===== config.mk =====
export PLATFORM = sky130hd
export DESIGN_NAME = seg7_coord_driver
export DESIGN_NICKNAME = d
export VERILOG_FILES = /design/src/rtl/seg7_coord_driver_pkg.sv /design/src/rtl/seg7_digit.sv /design/src/rtl/seg7_coord_driver.sv
export SDC_FILE = /design/constraint.sdc
export NUM_CORES = 1
export LEC_CHECK = 0
export BUFFER_PORTS_ARGS = -buffer_cell sky130_fd_sc_hd__buf_2
export CORE_ASPECT_RATIO = 0.9
export CORE_MARGIN = 10
export CORE_UTILIZATION = 30
export CTS_CLUSTER_DIAMETER = 30
export DETAILED_ROUTE_END_ITERATION = 10
export PLACE_DENSITY = 0.43
export SYNTH_ARGS = -nofsm -noshare
export SYNTH_HDL_FRONTEND = slang
export SYNTH_HIERARCHICAL = 1
export SYNTH_SLANG_ARGS = --single-unit

===== constraint.sdc =====
create_clock -name CLK -period 11.6 [get_ports CLK]
set_clock_uncertainty 0.2 [all_clocks]
set_input_delay 1.16 -clock CLK [delete_from_list [all_inputs] [get_ports CLK]]
set_output_delay 1.16 -clock CLK [all_outputs]
set_load 0.1 [all_outputs]

===== src/rtl/seg7_coord_driver_pkg.sv =====
// Shared constants for the coordinate seven-segment driver: glyphs, FSM states and MODE encodings.
// Segment vectors are active-low, bit 0 = segment a ... bit 6 = segment g.
package seg7_coord_driver_pkg;

  typedef enum logic {
    StIdle = 1'b0,
    StConv = 1'b1
  } state_e;

  typedef enum logic {
    ModeHex = 1'b0,
    ModeDec = 1'b1
  } mode_e;

  localparam logic [6:0] SegBlank = 7'h7F;
  localparam logic [6:0] SegDash  = ~7'h40;

  function automatic logic [6:0] seg_glyph(input logic [3:0] value);
    logic [6:0] lit;
    unique case (value)
      4'h0: lit = 7'h3F;
      4'h1: lit = 7'h06;
      4'h2: lit = 7'h5B;
      4'h3: lit = 7'h4F;
      4'h4: lit = 7'h66;
      4'h5: lit = 7'h6D;
      4'h6: lit = 7'h7D;
      4'h7: lit = 7'h07;
      4'h8: lit = 7'h7F;
      4'h9: lit = 7'h6F;
      4'hA: lit = 7'h77;
      4'hB: lit = 7'h7C;
      4'hC: lit = 7'h39;
      4'hD: lit = 7'h5E;
      4'hE: lit = 7'h79;
      4'hF: lit = 7'h71;
    endcase
    return ~lit;
  endfunction

endpackage


===== src/rtl/seg7_digit.sv =====
// Combinational nibble to active-low seven-segment glyph (0-9, A, b, C, d, E, F).
module seg7_digit
  import seg7_coord_driver_pkg::*;
(
  input  logic [3:0] digit_i,
  output logic [6:0] seg_o
);

  assign seg_o = seg_glyph(digit_i);

endmodule


===== src/rtl/seg7_coord_driver.sv =====
// Multi-channel coordinate display driver: hex (1 cycle) or decimal via double dabble (W cycles).
// Define SEG7_LZ_BLANK_EN to blank leading zero digits.
module seg7_coord_driver
  import seg7_coord_driver_pkg::*;
#(
  parameter int unsigned N_CH  = 2,
  parameter int unsigned W     = 12,
  parameter int unsigned N_DIG = 4
) (
  input  logic                      CLK,
  input  logic                      RST,
  input  logic                      LOAD,
  input  logic                      MODE,
  input  logic [N_CH*W-1:0]         COORD,
  output logic                      READY,
  output logic                      DONE,
  output logic [N_CH-1:0]           OVF,
  output logic [N_CH*N_DIG*7-1:0]   SEG
);

  localparam int unsigned CntW = $clog2(W + 1);
  localparam int unsigned BcdW = 4 * N_DIG;

  state_e                            state_q, state_d;
  mode_e                             mode_q, mode_d;
  logic [CntW-1:0]                   cnt_q, cnt_d;
  logic [N_CH-1:0][W-1:0]            shadow_q, shadow_d;
  logic [N_CH-1:0][BcdW-1:0]         bcd_q, bcd_d, bcd_adj, bcd_step;
  logic [N_CH-1:0]                   ovf_acc_q, ovf_acc_d, ovf_step, ovf_now;
  logic [N_CH-1:0][BcdW-1:0]         hex_ext;
  logic [N_CH-1:0][N_DIG-1:0][3:0]   disp_dig;
  logic [N_CH-1:0][N_DIG-1:0][6:0]   glyph, seg_new;
  logic [N_CH-1:0][N_DIG-1:0]        blank;
  logic [N_CH*N_DIG*7-1:0]           seg_q;
  logic [N_CH-1:0]                   ovf_q;
  logic                              done_q;
  logic                              update;

  // One double-dabble step per channel; a bit leaving the top digit marks overflow.
  always_comb begin
    bcd_adj  = '0;
    bcd_step = '0;
    ovf_step = '0;
    hex_ext  = '0;
    for (int c = 0; c < N_CH; c++) begin
      for (int d = 0; d < N_DIG; d++) begin
        bcd_adj[c][4*d +: 4] = (bcd_q[c][4*d +: 4] >= 4'd5) ? bcd_q[c][4*d +: 4] + 4'd3
                                                            : bcd_q[c][4*d +: 4];
      end
      ovf_step[c] = ovf_acc_q[c] | bcd_adj[c][BcdW-1];
      bcd_step[c] = {bcd_adj[c][BcdW-2:0], shadow_q[c][W-1]};
      hex_ext[c]  = BcdW'(shadow_q[c]);
    end
  end

  assign ovf_now = (mode_q == ModeDec) ? ovf_step : '0;

  always_comb begin
    disp_dig = '0;
    for (int c = 0; c < N_CH; c++) begin
      for (int d = 0; d < N_DIG; d++) begin
        disp_dig[c][d] = (mode_q == ModeDec) ? bcd_step[c][4*d +: 4] : hex_ext[c][4*d +: 4];
      end
    end
  end

  for (genvar gc = 0; gc < N_CH; gc++) begin : g_ch
    for (genvar gd = 0; gd < N_DIG; gd++) begin : g_dig
      seg7_digit u_digit (
        .digit_i (disp_dig[gc][gd]),
        .seg_o   (glyph[gc][gd])
      );
    end
  end

`ifdef SEG7_LZ_BLANK_EN
  logic lz_run;

  // Walk down from the top digit; stays set while every digit seen so far is zero.
  always_comb begin
    blank  = '0;
    lz_run = 1'b1;
    for (int c = 0; c < N_CH; c++) begin
      lz_run = 1'b1;
      for (int d = N_DIG - 1; d > 0; d--) begin
        lz_run      = lz_run & (disp_dig[c][d] == 4'd0);
        blank[c][d] = lz_run;
      end
    end
  end
`else
  assign blank = '0;
`endif

  always_comb begin
    seg_new = '0;
    for (int c = 0; c < N_CH; c++) begin
      for (int d = 0; d < N_DIG; d++) begin
        if (ovf_now[c]) begin
          seg_new[c][d] = SegDash;
        end else if (blank[c][d]) begin
          seg_new[c][d] = SegBlank;
        end else begin
          seg_new[c][d] = glyph[c][d];
        end
      end
    end
  end

  always_comb begin
    state_d   = state_q;
    mode_d    = mode_q;
    cnt_d     = cnt_q;
    shadow_d  = shadow_q;
    bcd_d     = bcd_q;
    ovf_acc_d = ovf_acc_q;
    update    = 1'b0;
    unique case (state_q)
      StIdle: begin
        if (LOAD) begin
          shadow_d  = COORD;
          mode_d    = mode_e'(MODE);
          bcd_d     = '0;
          ovf_acc_d = '0;
          cnt_d     = '0;
          state_d   = StConv;
        end
      end
      StConv: begin
        if (mode_q == ModeHex) begin
          update  = 1'b1;
          state_d = StIdle;
        end else begin
          bcd_d     = bcd_step;
          ovf_acc_d = ovf_step;
          for (int c = 0; c < N_CH; c++) begin
            shadow_d[c] = shadow_q[c] << 1;
          end
          cnt_d = cnt_q + 1'b1;
          if (cnt_q == CntW'(W - 1)) begin
            update  = 1'b1;
            cnt_d   = '0;
            state_d = StIdle;
          end
        end
      end
    endcase
  end

  always_ff @(posedge CLK or posedge RST) begin
    if (RST) begin
      state_q   <= StIdle;
      mode_q    <= ModeHex;
      cnt_q     <= '0;
      shadow_q  <= '0;
      bcd_q     <= '0;
      ovf_acc_q <= '0;
      seg_q     <= '1;
      ovf_q     <= '0;
      done_q    <= 1'b0;
    end else begin
      state_q   <= state_d;
      mode_q    <= mode_d;
      cnt_q     <= cnt_d;
      shadow_q  <= shadow_d;
      bcd_q     <= bcd_d;
      ovf_acc_q <= ovf_acc_d;
      done_q    <= update;
      if (update) begin
        seg_q <= seg_new;
        ovf_q <= ovf_now;
      end
    end
  end

  assign READY = (state_q == StIdle);
  assign DONE  = done_q;
  assign OVF   = ovf_q;
  assign SEG   = seg_q;

endmodule


==> flow_metrics.env <==
export IMPL_status="completed"
export IMPL_syn_area_sq_um=8310
export IMPL_ys_types=43
export IMPL_clk_pin_slew_worst_paths_ns=0.06
export IMPL_drive_gt1_share_pct=26.3
export IMPL_numCtsBuffers=17
export IMPL_min_period_ns=3.61
export IMPL_dr_pass1_iters=6
export IMPL_crit_buf_inv=2
export IMPL_wirelength_microns=21200
export IMPL_min_period_over_period_pct=31.1
export IMPL_design_portCount=88
export IMPL_syn_num_nets=986
export IMPL_cts_tree="done"
export IMPL_wl_met2_microns=9310
export IMPL_yosysSeqAreaShare_pct=37.9
export IMPL_cts_hold_fix_buffers=0
export IMPL_drv_cap=0
export IMPL_ys_flop_type="dfrtp_1"
export IMPL_clk_path_buf_depth=2
export IMPL_worstSetupPathType="reg2reg"
export IMPL_drc=0
export IMPL_synthArstFlopShare_pct=100
export IMPL_yosysWarnings=6
export IMPL_finalHoldViolCount=0
export IMPL_tightest_slew_ns=1.14
export IMPL_synthesis_area_per_instance_sq_um=9.31
export IMPL_avgViaCountPerCell=4.73
export IMPL_drt_initial_drc_count=326
export IMPL_layout_nets=1047
export IMPL_cp_start_kind="register"
export IMPL_synth_area_leader_cell="dfrtp_1"
export IMPL_critPathMostFrequentCell="a21oi_1"
export IMPL_die_area_sq_um=34800
export IMPL_synth_edf_count=0
export IMPL_critical_path_top_delay_family="buffers and inverters"
export IMPL_multi_input_area_sq_um=4620
export IMPL_track_usage_pct=12.5
export IMPL_synth_area_leaders="dfrtp_1 20%, dfstp_2 18%, ha_1 9.8%"
export IMPL_grt_max_degree=83
export IMPL_synth_top_cell_area_share_pct=20.2
export IMPL_grt_pass1_wl_microns=35400
export IMPL_highest_layer="met4"
export IMPL_gp_congestion=0.776
export IMPL_fmax_mhz=277
export IMPL_critPathCaptureType="register"
export IMPL_tns_ns=0
export IMPL_wl_met3_microns=648
export IMPL_cp_slowest_stage_delay_ns=0.99
export IMPL_critPathMaxFanout=36
export IMPL_fillers=2796
export IMPL_dp_final_hpwl_microns=14200
export IMPL_met1_length_microns=11100
export IMPL_critPathSlowestCell="a21oi_1"
export IMPL_setup_viol=0
export IMPL_cts_resized_gates=0
export IMPL_root_buffer="clkbuf_16"
export IMPL_die_h_microns=178
export IMPL_ant_nets=0
export IMPL_crit_chain="buf_4 -> clkinv_1 -> a21oi_1 -> mux4_1 -> nor2_1 -> a21oi_1"
export IMPL_clk_insertion_delay_late_ns=0.42
export IMPL_core_area_sq_um=27200
export IMPL_area_growth_pct=14.1
export IMPL_rsz0062_at_grt="no"
export IMPL_grt_pass1_vias=6288
export IMPL_antenna_cells=0
export IMPL_die_w_microns=195
export IMPL_crit_required_ns=11.72
export IMPL_worst_hold_path_type="reg2reg"
export IMPL_portBuffers=87
export IMPL_cts_sinks=123
export IMPL_slew_headroom_pct=23.2
export IMPL_layout_area_seq_sq_um=3150
export IMPL_htree_levels=4
export IMPL_post_cts_buffers=0
export IMPL_num_vias=6253
export IMPL_antenna_found_initial=0
export IMPL_yosys_register_bits=123
export IMPL_routedWlPerCell_microns=16.0
export IMPL_grt_overflow=0
export IMPL_maxSlewViolCount=0
export IMPL_num_rows=57
export IMPL_arrival_ns=3.73
export IMPL_start_util_pct=30.6
export IMPL_synthCells=893
-- cells by family after synthesis --
logic type / synth area share (%)
multiplexers: 9.27
AND/OR/NAND/NOR: 17.7
AO/OA/AOI/OAI: 17.7
buffers and inverters: 6.82
adder cells (fa/ha/maj): 9.78
flip-flops: 37.9
XOR/XNOR: 0.843
-- sequential cells by signal (all words and copies together) (netlist names) --
name       cells
mode_q         1
state_q        1
DONE           1
ovf_acc_q      2
cnt_q          4
bcd_step       2
SEG           56
hex_ext       22
bcd_q         32
OVF            2
-- per-stage QoR --
step | area [sq um] | utilization (%) | setup slack, ns | hold slack (ns) | cells
floorplan | 8310 | - | 7.06 | 0.262 | 893
global placement | 8890 | 32.7 | 7.91 | 0.264 | 1289
detailed placement | 8890 | 32.7 | 7.93 | 0.268 | 1289
CTS | 9480 | 34.9 | 7.93 | 0.281 | 1321
global route | 9480 | 34.9 | 7.60 | 0.295 | 1321
finish | 9480 | 34.9 | 7.99 | 0.272 | 1321
-- tightest hold or removal path, stage by stage, from the launching register on --
cell and delay [ns]:
dfrtp_1 0.33, nand2_1 0.04, o21ai_0 0.06
-- layout make-up --
class	instances	share of cell area, %
clock inverter	7	0.950
timing repair buffer	98	5.46
tap	354	4.67
sequential	123	33.2
clock buffer	25	5.23
inverter	44	1.79
multi-input combinational	670	48.7
-- cells in the mapped netlist (15+ instances only) --
master	number
nor2b_1	17
inv_1	41
a22o_1	37
a21oi_1	38
dfstp_2	56
o21ai_0	63
mux2_2	16
o21ai_1	19
a21oi_2	30
dfrtp_1	67
nand2_1	87
buf_6	15
buf_2	19
mux2i_1	38
ha_1	65
nand2b_1	16
nor2_1	135
-- per-layer routing --
metal | vias up | global-route usage [%]
met2 | 77 | 19.1
li1 | 3203 | -
met1 | 2966 | 17.3
met3 | 7 | 2.70
met4 | 0 | 3.18
met5 | - | 0
-- placed cells by master (no fill, tap or decap), types with 7 or more instances in the layout --
| master | n |
|---|---|
| a21oi_1 | 38 |
| a21oi_2 | 30 |
| a22o_1 | 37 |
| a31oi_1 | 14 |
| a32o_1 | 8 |
| and2_1 | 13 |
| buf_2 | 87 |
| buf_4 | 11 |
| clkbuf_16 | 17 |
| dfrtp_1 | 67 |
| dfstp_2 | 56 |
| ha_1 | 65 |
| inv_1 | 40 |
| mux2_2 | 16 |
| mux2i_1 | 38 |
| mux4_1 | 8 |
| nand2_1 | 87 |
| nand2b_1 | 16 |
| nor2_1 | 135 |
| nor2_2 | 8 |
| nor2b_1 | 17 |
| nor3_1 | 8 |
| nor3b_1 | 7 |
| o21ai_0 | 63 |
| o21ai_1 | 19 |
| o32ai_1 | 8 |
| or3b_1 | 8 |
| or3b_2 | 8 |
| xnor2_1 | 8 |
-- final timing paths --
path | startpoint | to | slack, ns | cells after the start
setup / recovery | mode_q | SEG[24] | 7.99 | 6
hold / removal | OVF[1] | OVF[1] | 0.27 | 2
setup reg to reg | mode_q | SEG[24] | 7.99 | 6
hold reg to reg | OVF[1] | OVF[1] | 0.27 | 2
max in group asynchronous | RST | hex_ext[17] | 9.13 | 3
min in group asynchronous | RST | bcd_q[30] | 0.74 | 2
Power is not shown: default switching activity piles up to over one toggle a cycle in this logic, so the estimate is an artifact.
